==> src/rtl/cvxif_offload_pkg.sv <==
// Shared types for the core-side CV-X-IF offload unit: X interface structs, slot table
// entries, the issue hold register and the exception cause constant.
package cvxif_offload_pkg;

    localparam int XLEN          = 32;
    localparam int TRANS_ID_BITS = 3;
    localparam int X_ID_WIDTH    = 4;
    localparam int X_NUM_RS      = 2;

    typedef struct packed {
        int unsigned XLEN;
        int unsigned TRANS_ID_BITS;
    } cva6_cfg_t;

    localparam cva6_cfg_t cva6_cfg_empty = '{XLEN: 32, TRANS_ID_BITS: 3};

    localparam logic [XLEN-1:0] EXC_ILLEGAL_INSTR = XLEN'(2);

    typedef logic [X_ID_WIDTH-1:0] slot_idx_t;

    typedef struct packed {
        logic                     busy;
        logic [TRANS_ID_BITS-1:0] trans_id;
    } slot_entry_t;

    typedef struct packed {
        logic [31:0]              instr;
        logic [XLEN-1:0]          rs1;
        logic [XLEN-1:0]          rs2;
        logic [TRANS_ID_BITS-1:0] trans_id;
        slot_idx_t                slot;
    } hold_t;

    typedef struct packed {
        logic [31:0]                      instr;
        logic [X_ID_WIDTH-1:0]            id;
        logic [X_NUM_RS-1:0][XLEN-1:0]    rs;
        logic [X_NUM_RS-1:0]              rs_valid;
    } x_issue_req_t;

    typedef struct packed {
        logic            exc;
        logic [XLEN-1:0] rdata;
    } x_mem_resp_t;

    typedef struct packed {
        logic         x_compressed_valid;
        logic         x_issue_valid;
        x_issue_req_t x_issue_req;
        logic         x_commit_valid;
        logic         x_mem_ready;
        logic         x_mem_resp_valid;
        x_mem_resp_t  x_mem_resp;
        logic         x_result_ready;
    } cvxif_req_t;

    typedef struct packed {
        logic accept;
    } x_issue_resp_t;

    typedef struct packed {
        logic [X_ID_WIDTH-1:0] id;
        logic [XLEN-1:0]       data;
        logic                  we;
    } x_result_t;

    typedef struct packed {
        logic          x_issue_ready;
        x_issue_resp_t x_issue_resp;
        logic          x_result_valid;
        x_result_t     x_result;
    } cvxif_resp_t;

endpackage

==> src/rtl/cvxif_offload_unit_lzc.sv <==
// Lowest-set-bit finder used to pick the lowest-index free slot.
module cvxif_offload_unit_lzc #(
    parameter int Width = 4,
    parameter int IdxW  = (Width > 1) ? $clog2(Width) : 1
) (
    input  logic [Width-1:0] i_vec,
    output logic [IdxW-1:0]  o_idx,
    output logic             o_empty
);

    // Scan from the top so the lowest set bit is the last one to win.
    always_comb begin
        o_idx = '0;
        for (int i = Width - 1; i >= 0; i--) begin
            if (i_vec[i]) begin
                o_idx = IdxW'(i);
            end
        end
    end

    assign o_empty = ~|i_vec;

endmodule

==> src/rtl/cvxif_offload_unit.sv <==
// Core-side CV-X-IF initiator: holds one offload request, tracks accepted instructions in a
// slot table indexed by X id, and returns results or illegal-instruction exceptions to the core.
module cvxif_offload_unit
    import cvxif_offload_pkg::*;
#(
    parameter cva6_cfg_t CVA6Cfg      = cva6_cfg_empty,
    parameter int        NrSlots      = 4,
    parameter int        TransIdWidth = 3
) (
    input  logic                      clk_i,
    input  logic                      rst_i,
    input  logic                      issue_valid_i,
    output logic                      issue_ready_o,
    input  logic [31:0]               instr_i,
    input  logic [CVA6Cfg.XLEN-1:0]   rs1_i,
    input  logic [CVA6Cfg.XLEN-1:0]   rs2_i,
    input  logic [TransIdWidth-1:0]   trans_id_i,
    output logic                      result_valid_o,
    output logic [TransIdWidth-1:0]   result_trans_id_o,
    output logic [CVA6Cfg.XLEN-1:0]   result_data_o,
    output logic                      result_we_o,
    output logic                      exception_valid_o,
    output logic [CVA6Cfg.XLEN-1:0]   exception_tval_o,
    output logic                      id_error_o,
    output cvxif_req_t                cvxif_req_o,
    input  cvxif_resp_t               cvxif_resp_i
);

    localparam int unsigned           Xlen     = CVA6Cfg.XLEN;
    localparam int                    SlotW    = (NrSlots > 1) ? $clog2(NrSlots) : 1;
    localparam logic [X_ID_WIDTH:0]   NrSlotsX = (X_ID_WIDTH + 1)'(NrSlots);

    slot_entry_t              r_slots [NrSlots];
    hold_t                    r_hold;
    logic                     r_hold_valid;
    logic                     r_exc_valid;
    logic [TransIdWidth-1:0]  r_exc_trans_id;
    logic [Xlen-1:0]          r_exc_tval;

    logic                     r_res_valid;
    logic [TransIdWidth-1:0]  r_res_trans_id;
    logic [Xlen-1:0]          r_res_data;
    logic                     r_res_we;
    logic                     r_exc_out_valid;
    logic [Xlen-1:0]          r_exc_out_tval;
    logic                     r_id_error;

    logic [NrSlots-1:0]       w_free;
    logic [SlotW-1:0]         w_free_idx;
    logic                     w_none_free;
    logic                     w_issue_ready;
    logic                     w_core_acc;
    logic                     w_x_xfer;
    logic                     w_x_acc;
    logic                     w_x_rej;
    logic [X_ID_WIDTH-1:0]    w_res_id;
    logic                     w_res_in_range;
    logic [SlotW-1:0]         w_res_slot;
    logic                     w_res_hit;

    always_comb begin
        w_free = '0;
        for (int i = 0; i < NrSlots; i++) begin
            w_free[i] = !r_slots[i].busy;
        end
    end

    cvxif_offload_unit_lzc #(
        .Width (NrSlots),
        .IdxW  (SlotW)
    ) u_lzc (
        .i_vec   (w_free),
        .o_idx   (w_free_idx),
        .o_empty (w_none_free)
    );

    // Ready is masked during reset so nothing is captured while state is being cleared.
    assign w_issue_ready  = !rst_i && !r_hold_valid && !r_exc_valid && !w_none_free;
    assign w_core_acc     = issue_valid_i && w_issue_ready;
    assign w_x_xfer       = r_hold_valid && cvxif_resp_i.x_issue_ready;
    assign w_x_acc        = w_x_xfer && cvxif_resp_i.x_issue_resp.accept;
    assign w_x_rej        = w_x_xfer && !cvxif_resp_i.x_issue_resp.accept;

    assign w_res_id       = cvxif_resp_i.x_result.id;
    assign w_res_in_range = {1'b0, w_res_id} < NrSlotsX;
    assign w_res_slot     = w_res_id[SlotW-1:0];
    assign w_res_hit      = cvxif_resp_i.x_result_valid && w_res_in_range && r_slots[w_res_slot].busy;

    always_ff @(posedge clk_i) begin
        if (rst_i) begin
            r_hold_valid <= 1'b0;
            r_hold       <= '0;
        end else if (w_core_acc) begin
            r_hold_valid <= 1'b1;
            r_hold       <= '{instr:    instr_i,
                              rs1:      rs1_i,
                              rs2:      rs2_i,
                              trans_id: trans_id_i,
                              slot:     slot_idx_t'(w_free_idx)};
        end else if (w_x_xfer) begin
            r_hold_valid <= 1'b0;
        end
    end

    // The held slot stays free until accepted, but only one hold exists, so no other
    // request can claim it; a result for it in the meantime is an id error.
    always_ff @(posedge clk_i) begin
        if (rst_i) begin
            for (int i = 0; i < NrSlots; i++) begin
                r_slots[i] <= '0;
            end
        end else begin
            for (int i = 0; i < NrSlots; i++) begin
                if (w_x_acc && (r_hold.slot == slot_idx_t'(i))) begin
                    r_slots[i] <= '{busy: 1'b1, trans_id: r_hold.trans_id};
                end else if (w_res_hit && (w_res_slot == SlotW'(i))) begin
                    r_slots[i].busy <= 1'b0;
                end
            end
        end
    end

    always_ff @(posedge clk_i) begin
        if (rst_i) begin
            r_exc_valid    <= 1'b0;
            r_exc_trans_id <= '0;
            r_exc_tval     <= '0;
        end else if (w_x_rej) begin
            r_exc_valid    <= 1'b1;
            r_exc_trans_id <= r_hold.trans_id;
            r_exc_tval     <= Xlen'(r_hold.instr);
        end else if (r_exc_valid && !cvxif_resp_i.x_result_valid) begin
            r_exc_valid    <= 1'b0;
        end
    end

    // Writeback arbitration: an X result always wins; the exception waits for an idle cycle.
    always_ff @(posedge clk_i) begin
        if (rst_i) begin
            r_res_valid     <= 1'b0;
            r_res_trans_id  <= '0;
            r_res_data      <= '0;
            r_res_we        <= 1'b0;
            r_exc_out_valid <= 1'b0;
            r_exc_out_tval  <= '0;
            r_id_error      <= 1'b0;
        end else begin
            r_res_valid     <= 1'b0;
            r_res_trans_id  <= '0;
            r_res_data      <= '0;
            r_res_we        <= 1'b0;
            r_exc_out_valid <= 1'b0;
            r_exc_out_tval  <= '0;
            r_id_error      <= 1'b0;
            if (cvxif_resp_i.x_result_valid) begin
                if (w_res_hit) begin
                    r_res_valid    <= 1'b1;
                    r_res_trans_id <= r_slots[w_res_slot].trans_id;
                    r_res_data     <= cvxif_resp_i.x_result.data;
                    r_res_we       <= cvxif_resp_i.x_result.we;
                end else begin
                    r_id_error     <= 1'b1;
                end
            end else if (r_exc_valid) begin
                r_res_valid     <= 1'b1;
                r_res_trans_id  <= r_exc_trans_id;
                r_exc_out_valid <= 1'b1;
                r_exc_out_tval  <= r_exc_tval;
            end
        end
    end

    always_comb begin
        cvxif_req_o                      = '0;
        cvxif_req_o.x_issue_valid        = r_hold_valid;
        cvxif_req_o.x_issue_req.instr    = r_hold.instr;
        cvxif_req_o.x_issue_req.id       = r_hold.slot;
        cvxif_req_o.x_issue_req.rs[0]    = r_hold.rs1;
        cvxif_req_o.x_issue_req.rs[1]    = r_hold.rs2;
        cvxif_req_o.x_issue_req.rs_valid = {X_NUM_RS{r_hold_valid}};
        cvxif_req_o.x_result_ready       = 1'b1;
    end

    assign issue_ready_o     = w_issue_ready;
    assign result_valid_o    = r_res_valid;
    assign result_trans_id_o = r_res_trans_id;
    assign result_data_o     = r_res_data;
    assign result_we_o       = r_res_we;
    assign exception_valid_o = r_exc_out_valid;
    assign exception_tval_o  = r_exc_out_tval;
    assign id_error_o        = r_id_error;

endmodule

==> config.mk <==
export PLATFORM = sky130hd
export DESIGN_NAME = cvxif_offload_unit
export DESIGN_NICKNAME = d
export VERILOG_FILES = /design/src/rtl/cvxif_offload_pkg.sv /design/src/rtl/cvxif_offload_unit_lzc.sv /design/src/rtl/cvxif_offload_unit.sv
export SDC_FILE = /design/constraint.sdc
export NUM_CORES = 1
export LEC_CHECK = 0
export CAP_MARGIN = 20
export CORE_UTILIZATION = 44
export CTS_CLUSTER_SIZE = 28
export DETAILED_ROUTE_END_ITERATION = 16
export PLACE_DENSITY = 0.8
export SLEW_MARGIN = 30
export SYNTH_ARGS = -nofsm -noshare
export SYNTH_HDL_FRONTEND = slang
export SYNTH_SLANG_ARGS = --single-unit
==> constraint.sdc <==
create_clock -name clk_i -period 2.3 [get_ports clk_i]
set_input_delay 0.46 -clock clk_i [delete_from_list [all_inputs] [get_ports clk_i]]
set_output_delay 0.46 -clock clk_i [all_outputs]
set_load 0.05 [all_outputs]
# ---- Word-level counts from Yosys, hierarchy flattened
# Memories as Yosys holds them, arrays and structs flattened.
# Cells that the tools add are included.
dict set report totals {
  ram_bits 16
  input_bits 142
  regBits 209
  out_inout_bits 213
  mem_count 1
  word_cells 124
}
dict set report classes {
  reduce_logical 36
  magnitude_cmp 1
  bitwise_logic 11
  n_mux 53
  n_eq_ne 6
}
# memory words word_bits read_ports rd_clocked_by_memory_dff write_ports line
set memory_table {}
lappend memory_table {r_slots 4 4 5 0 4 cvxif_offload_unit.sv:33} ;# slot_entry_t r_slots [NrSlots];
# operator count
set ops {}
lappend ops {{2-to-1 mux 1 bit} 42}
lappend ops {{logical AND 1 bit} 18}
lappend ops {{2-to-1 mux 4 bit} 4}
lappend ops {{logical NOT 1 bit} 9}
lappend ops {{2-to-1 mux 3 bit} 3}
lappend ops {{equality test 2 bit (second input constant)} 4}
lappend ops {{2-to-1 mux 2 bit} 4}
lappend ops {{OR 1 bit} 8}
lappend ops {{OR reduction 3 bit} 2}
lappend ops {{equality test 2 x 1 -> 1 bit (second input constant)} 2}
lappend ops {{logical NOT 4 bit} 1}
lappend ops {{< comparator 4 x 3 -> 1 bit (second input constant)} 1}
lappend ops {{nonzero test 2 bit} 2}
lappend ops {{OR reduction 2 bit} 2}
lappend ops {{OR reduction 4 bit} 1}
lappend ops {{NOT 1 bit} 3}
lappend ops {{logical NOT 2 bit} 1}

# ---- Depth between registers and ports, before layout
# Gate-level depths: netlist (run 1).
dict set report depth {
  depth_word 9
  depth_mapped 6
  depth_no_buf 3
}

# ---- Modules after synthesis
# Synthesis (run 1) repeated with hierarchy kept, for this count alone.
dict set report unflattened {
  cells_unflattened 1009
  hier_area_um2 9276.4
}
# mod cells_per_inst seq_area_each_um2 area_each_um2 instances
set modules_own_cells {}
lappend modules_own_cells {cvxif_offload_unit 1003 4664.5 9240.1 1}
lappend modules_own_cells {cvxif_offload_unit_lzc 6 0.0 36.3 1}

# ---- Least setup slack after synthesis (run 1)
# Ideal clock, no wire load.
dict set report synth_timing {
  kind {register to output}
  from {memory r_slots[2][3] (netlist name)}
  to {output issue_ready_o}
  stages_incl_launch_ff 6
  t_required_ps 1840
  path_slack_ps -650
  path_buffers 3
  t_arrival_ps 2490
  path_cell_list {edfxtp_1 clkbuf_1 and4_1 buf_2 clkbuf_1 nor4_1}
}
# element line
set synth_lines {}
lappend synth_lines {{start: declaration} cvxif_offload_unit.sv:33}
lappend synth_lines {{end: declaration} cvxif_offload_unit.sv:13} ;# output logic issue_ready_o,

# ---- Worst setup path after layout (run 1)
dict set report layout_timing {
  from {register r_exc_out_tval[31], in the netlist exception_tval_o[31]}
  to {output exception_tval_o[31]}
}
# element line
set layout_lines {}
lappend layout_lines {{start: declaration} cvxif_offload_unit.sv:45} ;# logic [Xlen-1:0] r_exc_out_tval;
lappend layout_lines {{start signal: assignment} cvxif_offload_unit.sv:168} ;# r_exc_out_tval <= r_exc_tval;
lappend layout_lines {{end: declaration} cvxif_offload_unit.sv:23} ;# output logic [CVA6Cfg.XLEN-1:0] exception_tval_o,
# No word-level cell between the ends.

==> summary.md, run 1 <==
| Metric | Value |
|---|---|
| Synth cell count leaders | `dfxtp_1 (209), buf_4 (141), a21oi_1 (138)` |
| Iter 0 DRT Violations | `406` |
| Detailed placer's ending HPWL | `16300 µm` |
| Max clock buf depth | `3` |
| CP Class | `flop to output port` |
| Gr usage total | `22.5%` |
| Ys async rst share | `0%` |
| GP Congestion | `0.791` |
| Worst-path cell chain | `clkdlybuf4s50_1` |
| Maxcap violations | `0` |
| Status | `finished clean` |
| CTS Root Cell | `clkbuf_16` |
| Distinct cell type count after synthesis | `40` |
| Wire per inst | `16.6 µm` |
| CTS tree | `built` |
| Worst-margin pin slew | `714 ps` |
| Initial antenna violation count | `1` |
| Chip height | `147 µm` |
| Final worst path period need | `2210 ps` |
| Most common cell in the netlist | `dfxtp_1` |
| Worst relative slew slack | `52.4%` |
| Final wirelength | `24600 µm` |
| CP bufs+invs | `1` |
| Peak Freq | `452 MHz` |
| Clock latency on the worst-skew pair | `520 ps` |
| Setup_tns | `0 ps` |
| Most area-hungry cell type in the Yosys netlist | `dfxtp_1` |
| Pleak | `4.54 nW` |
| Tcrit/Tclk final | `96.2%` |
| Warnings from Yosys | `0` |
| Grt ovf | `0` |
| Min-delay worst type | `primary input to flop` |
| Crit-path max FO | `1` |
| Slew Viols, Final | `0` |
| Arrival time at the worst endpoint | `1750 ps` |
| ANT nets after route | `0` |
| Clk slew on worst S/H paths | `60 ps` |
| Clock Skews | `25.7 ps` |
| Worst Setup Start Kind | `flop` |
| Die X | `147 µm` |
| P&R area growth vs syn | `37.4%` |
| Cells after Synth | `1004` |
| #FFs+latches synth | `225` |
| Vias per inst | `5.08` |
| Total power | `9.45 mW` |
| Register area share after synthesis | `50.6%` |
| Slowest cell delay on critical path | `840 ps` |
| IO Count | `355` |
| Hold-fix buffers, CTS | `0` |
| Vias in the first global route | `7325` |
| Clk sink count | `225` |
| Layout cells sized above 1 | `9.83%` |
| Syn Area/Cell | `9.18 µm²` |
| Final hold violations | `0` |
| Row count | `52` |
| Core Footprint | `20400 µm²` |
| Delay-heaviest family, CP | `buffers and inverters` |
| First-pass GRT wire length | `39000 µm` |
| First-pass iteration count of the detailed router | `5` |
| VDD IR max | `0.000685 V` |
| RSZ-0062 raised after global routing | `false` |
| # DRC | `0` |
| H-Tree Depth | `1` |
| Worst Setup End Kind | `output port` |
| DR vias | `7525` |
| Yosys top cell area share | `45.4%` |
| Initial core utilization | `45.3%` |
| Worst path required time | `1840 ps` |
| Final nets | `1334` |
| Main synth FF type | `dfxtp_1` |
| CP max stage cell | `clkdlybuf4s50_1` |
| # port buffers | `314` |
| Cell Pwr Density | `746 nW/µm²` |
| Fill cells | `1719` |
| Setup violators final | `0` |
| Largest net degree at the start of global routing | `103` |
| EDFF count, synth | `16` |
| Synth top area cells | `dfxtp_1 (45%), buf_4 (11%), a21oi_1 (7.5%), nand3_1 (5.8%), o21ai_0 (5.7%)` |
| Die area | `21500 µm²` |
| Total CTS buffers | `24` |
| Post-synthesis cell area | `9220 µm²` |
## final timing paths
| check | start | endpoint | slack, ps | cells past startpoint |
|---|---|---|---|---|
| worst max-delay path | exception_tval_o[31]$_SDFF_PP0_ | exception_tval_o[31] | 90 | 1 |
| worst min-delay path | rst_i | r_hold_valid$_SDFFE_PP0P_ | 200 | 2 |
| worst max register to register | r_slots[1][3]$_SDFFCE_PN0P_ | cvxif_req_o[52]$_SDFFE_PP0P_ | 430 | 5 |
| worst min register to register | r_exc_tval[1]$_SDFFE_PP0P_ | exception_tval_o[1]$_SDFF_PP0_ | 420 | 1 |
## area by class of cell
| cell class | instances | area [µm²] | area share [%] |
|---|---|---|---|
| antenna | 1 | 2.50 | 0.0198 |
| clock buffer | 36 | 748 | 5.91 |
| clock inverter | 8 | 104 | 0.820 |
| inverter | 6 | 22.5 | 0.178 |
| multi-input combinational | 589 | 3280 | 25.9 |
| sequential | 225 | 4660 | 36.8 |
| tap | 270 | 338 | 2.67 |
| timing repair buffer | 346 | 3500 | 27.7 |
## worst register-to-register path: cells and delay by family (launching register included)
| family | cells | cell delay (ps) |
|---|---|---|
| AOI/OAI and AO/OA | 2 | 320 |
| buffers and inverters | 2 | 560 |
| DFF | 1 | 560 |
| and+or+nand+nor | 1 | 330 |
## logic make-up after synthesis
family,Yosys count,share of synthesized area [%]
simple gates,287,18.5
flops,225,50.6
buf+inv,229,15.9
other cells,2,0.0815
mux,2,0.217
compound gates,259,14.7
## layout by cell type, fill, tap and decap left out, drive strengths merged, types with 3 or more instances in the layout
master | synthesis | layout
buf | 160 | 37
and2 | 44 | 44
nand2b | 3 | 3
dfxtp | 209 | 209
conb | 2 | 40
a21oi | 138 | 138
or4b | 3 | 3
clkinv | 0 | 4
inv | 6 | 8
clkdlybuf4s50 | 0 | 307
nand3b | 6 | 6
nor3b | 37 | 37
edfxtp | 16 | 16
nor2 | 4 | 4
nand2 | 75 | 75
nand3 | 106 | 106
a221o | 3 | 3
o21ai | 105 | 105
a211oi | 3 | 3
o21bai | 5 | 5
clkbuf | 63 | 36
## routing by layer
metal  up-vias  wire, µm  global-route usage (%)
met2       330     12300                    40.3
li1       3615         -                       -
met4         0      1040                    9.17
met5         -         0                       0
met1      3519      9490                    25.9
met3        61      1800                    5.06
## metrics by stage
stage	utilization [%]	instance area (µm²)	setup WS, ps	std cells	hold slack (ps)
2_1_floorplan	-	9370	239	1042	430
3_3_place_gp	57.8	11800	85.5	1433	435
3_5_place_dp	57.8	11800	7.42	1433	438
4_1_cts	62.1	12700	20.7	1480	181
5_1_grt	62.2	12700	58.7	1481	212
6_report	62.2	12700	86.4	1481	201
## where the power goes
group	switching, mW	internal [mW]
logic	0.795	0.501
registers	0.0655	4.05
clock network	1.56	2.48
## registers in the layout (all words and copies together), names as in the netlist, 3 cells and up
name and flops:
cvxif_req_o 98, exception_tval_o 32, r_exc_tval 32, result_data_o 32, r_slots 16, r_exc_trans_id 3
r_hold 3, result_trans_id_o 3
## timing repair
item,in CTS,in global routing
setup endpoints to repair,1,2
pin swaps,1,0
setup buffers,2,0
cloned,1,0
resized for setup,0,2
(Power assumes the default switching activity.)
==> run 2: changes to the inputs <==
--- a/config.mk
+++ b/config.mk
@@ -6,9 +6,11 @@
 export NUM_CORES = 1
 export LEC_CHECK = 0
 export CAP_MARGIN = 20
+export CORE_MARGIN = 3
 export CORE_UTILIZATION = 44
 export CTS_CLUSTER_SIZE = 28
 export DETAILED_ROUTE_END_ITERATION = 16
+export MAX_ROUTING_LAYER = met4
 export PLACE_DENSITY = 0.8
 export SLEW_MARGIN = 30
 export SYNTH_ARGS = -nofsm -noshare
==> summary.md, run 2 (synthesis results as in run 1) <==
| Metric | Value |
|---|---|
| Worst Setup End Kind | `output port` |
| Clk slew on worst S/H paths | `60 ps (about the same)` |
| Clk sink count | `225 (unchanged)` |
| Worst-path cell chain | `clkdlybuf4s50_1` |
| Clock latency on the worst-skew pair | `510 ps (about the same)` |
| IO Count | `355 (unchanged)` |
| Total power | `9.29 mW (-1.7%)` |
| P&R area growth vs syn | `37.1%` |
| Hold-fix buffers, CTS | `0 (unchanged)` |
| Crit-path max FO | `3 (+2)` |
| H-Tree Depth | `1 (unchanged)` |
| Final nets | `1335 (+0.075%)` |
| Setup violators final | `0 (unchanged)` |
| Delay-heaviest family, CP | `buffers and inverters` |
| ANT nets after route | `0 (unchanged)` |
| R2R setup slack | `540 ps (+110 ps)` |
| Status | `finished clean` |
| # DRC | `0 (unchanged)` |
| Core Footprint | `20400 µm² (+0.32%)` |
| Commonest non-fill, non-tap cells in the layout | `clkdlybuf4s50_1 (307), dfxtp_1 (209), a21oi_1 (138)` |
| Max clock buf depth | `3 (unchanged)` |
| CP Class | `flop to output port` |
| Final hold violations | `0 (unchanged)` |
| Worst-margin pin slew | `591 ps (-123 ps)` |
| Post-route insts no fill | `1478 (-0.20%)` |
| Worst relative slew slack | `60.5% (+8.1 points)` |
| # port buffers | `314 (unchanged)` |
| Die X | `151 µm (+2.7%)` |
| Grt met2 use | `36.8% (-3.5 points)` |
| Final wirelength | `24700 µm (+0.45%)` |
| Worst path depth | `1 (unchanged)` |
| Max reg flops | `98 (unchanged)` |
| Detailed placer's ending HPWL | `16600 µm (+2.1%)` |
| Initial antenna violation count | `0 (-1)` |
| CP bufs+invs | `1 (unchanged)` |
| Fill cells | `1729 (+0.58%)` |
| Wire per inst | `16.7 µm (+0.65%)` |
| Grt ovf | `0 (unchanged)` |
| Iter 0 DRT Violations | `372 (-8.4%)` |
| Vias in the first global route | `7368 (+0.59%)` |
| Clock Skews | `12.1 ps (-13.5 ps)` |
| Met3 Use GR | `4.27% (-0.79 points)` |
| CTS tree | `built` |
| WHS Path Cells | `2 (unchanged)` |
| Ant. Diodes | `0 (-1)` |
| GP Congestion | `0.786 (-0.70%)` |
| Maxcap violations | `0 (unchanged)` |
| Met1 GRT Util | `23.6% (-2.3 points)` |
| Setup_tns | `0 ps (unchanged)` |
| First-pass iteration count of the detailed router | `5 (unchanged)` |
| First-pass GRT wire length | `37500 µm (-3.8%)` |
| DR vias | `7571 (+0.61%)` |
| Tcrit/Tclk final | `96.0% (-0.29 points)` |
| Gr usage total | `21.0% (-1.6 points)` |
| Leading cell type in the layout, fill and taps excluded | `clkdlybuf4s50_1` |
| Worst Setup Start Kind | `flop` |
| CP max stage cell | `clkdlybuf4s50_1` |
| Initial core utilization | `45.1% (-0.14 points)` |
| Top Usage Layer GRT | `met2` |
| Arrival time at the worst endpoint | `1750 ps (about the same)` |
| Vias per inst | `5.12 (+0.82%)` |
| CTS Root Cell | `clkbuf_16` |
| Pleak | `4.51 nW (-0.84%)` |
| Row count | `52 (unchanged)` |
| Chip height | `151 µm (+2.7%)` |
| Slowest cell delay on critical path | `850 ps (about the same)` |
| Layout cells sized above 1 | `9.60% (-0.23 points)` |
| RSZ-0062 raised after global routing | `false` |
| Worst path required time | `1840 ps (about the same)` |
| Total CTS buffers | `24 (unchanged)` |
| VDD IR max | `0.000458 V (-33%)` |
| Min-delay worst type | `primary input to flop` |
| Largest net degree at the start of global routing | `57 (-45%)` |
| Post_cts resized | `2 (+2)` |
| Peak Freq | `453 MHz (+0.31%)` |
| Slew Viols, Final | `0 (unchanged)` |
| Cell Count Post-Placement | `1437 (+0.28%)` |
| Final worst path period need | `2210 ps (-6.74 ps)` |
| Setup Buffers After CTS | `0 (-2)` |
| Cell Pwr Density | `735 nW/µm² (-1.5%)` |
| Die area | `22700 µm² (+5.5%)` |
| Cells on worst reg2reg path | `4 (-1)` |
## run 2: changes by cell type in the layout (fill, tap and decap cells not counted)
cell / previous run / this run
dlygate4sd2_1: 0 / 2
inv_4: 2 / 0
clkbuf_16: 26 / 25
diode_2: 1 / 0
clkbuf_8: 6 / 5
buf_12: 10 / 12
clkbuf_1: 4 / 5
and4_4: 1 / 0
dlymetal6s2s_1: 2 / 0
## run 2: worst paths after layout
check                                                     to                           from
worst min register to register   r_exc_tval[18]$_SDFFE_PP0P_    r_exc_tval[18]$_SDFFE_PP0P_
worst min-delay path                r_exc_valid$_SDFFE_PP0P_                          rst_i
worst max register to register  cvxif_req_o[46]$_SDFFE_PP0P_    r_slots[0][3]$_SDFFCE_PN0P_
worst max-delay path                        cvxif_req_o[132]  cvxif_req_o[132]$_SDFFE_PP0P_
## run 2: report_power, final
group	total, mW	switching [mW]	internal (mW)
clock	3.88	1.51	2.37
sequential	4.11	0.0656	4.05
combinational	1.30	0.793	0.506
total	9.29	2.37	6.92
## run 2: metrics by stage
stage                     hold WS, ps  area (µm²)  utilization, %  worst slack [ps]
after floorplan                   430        9370               -               239
after detailed placement          440       11800            57.9              44.2
final                             288       12600            61.8              93.1
after global routing              273       12600            61.8              24.2
after global placement            434       11800            57.9              94.3
after CTS                         268       12600            61.8              50.4
## run 2: area by class of cell
class | instances | area, µm² | share of cell area, %
clock buffers | 35 | 713 | 5.64
clock inverters | 6 | 91.3 | 0.723
inverters | 6 | 22.5 | 0.178
multi-input cells | 588 | 3270 | 25.9
flip-flops and latches | 225 | 4660 | 36.9
well taps | 270 | 338 | 2.67
repair buffers | 348 | 3540 | 28.0
## run 2: layer usage
metal / wire [µm] / share of wire, %
met4: 833 / 3.4
met1: 9630 / 39
met5: 0 / 0
met2: 12400 / 50
met3: 1900 / 7.7
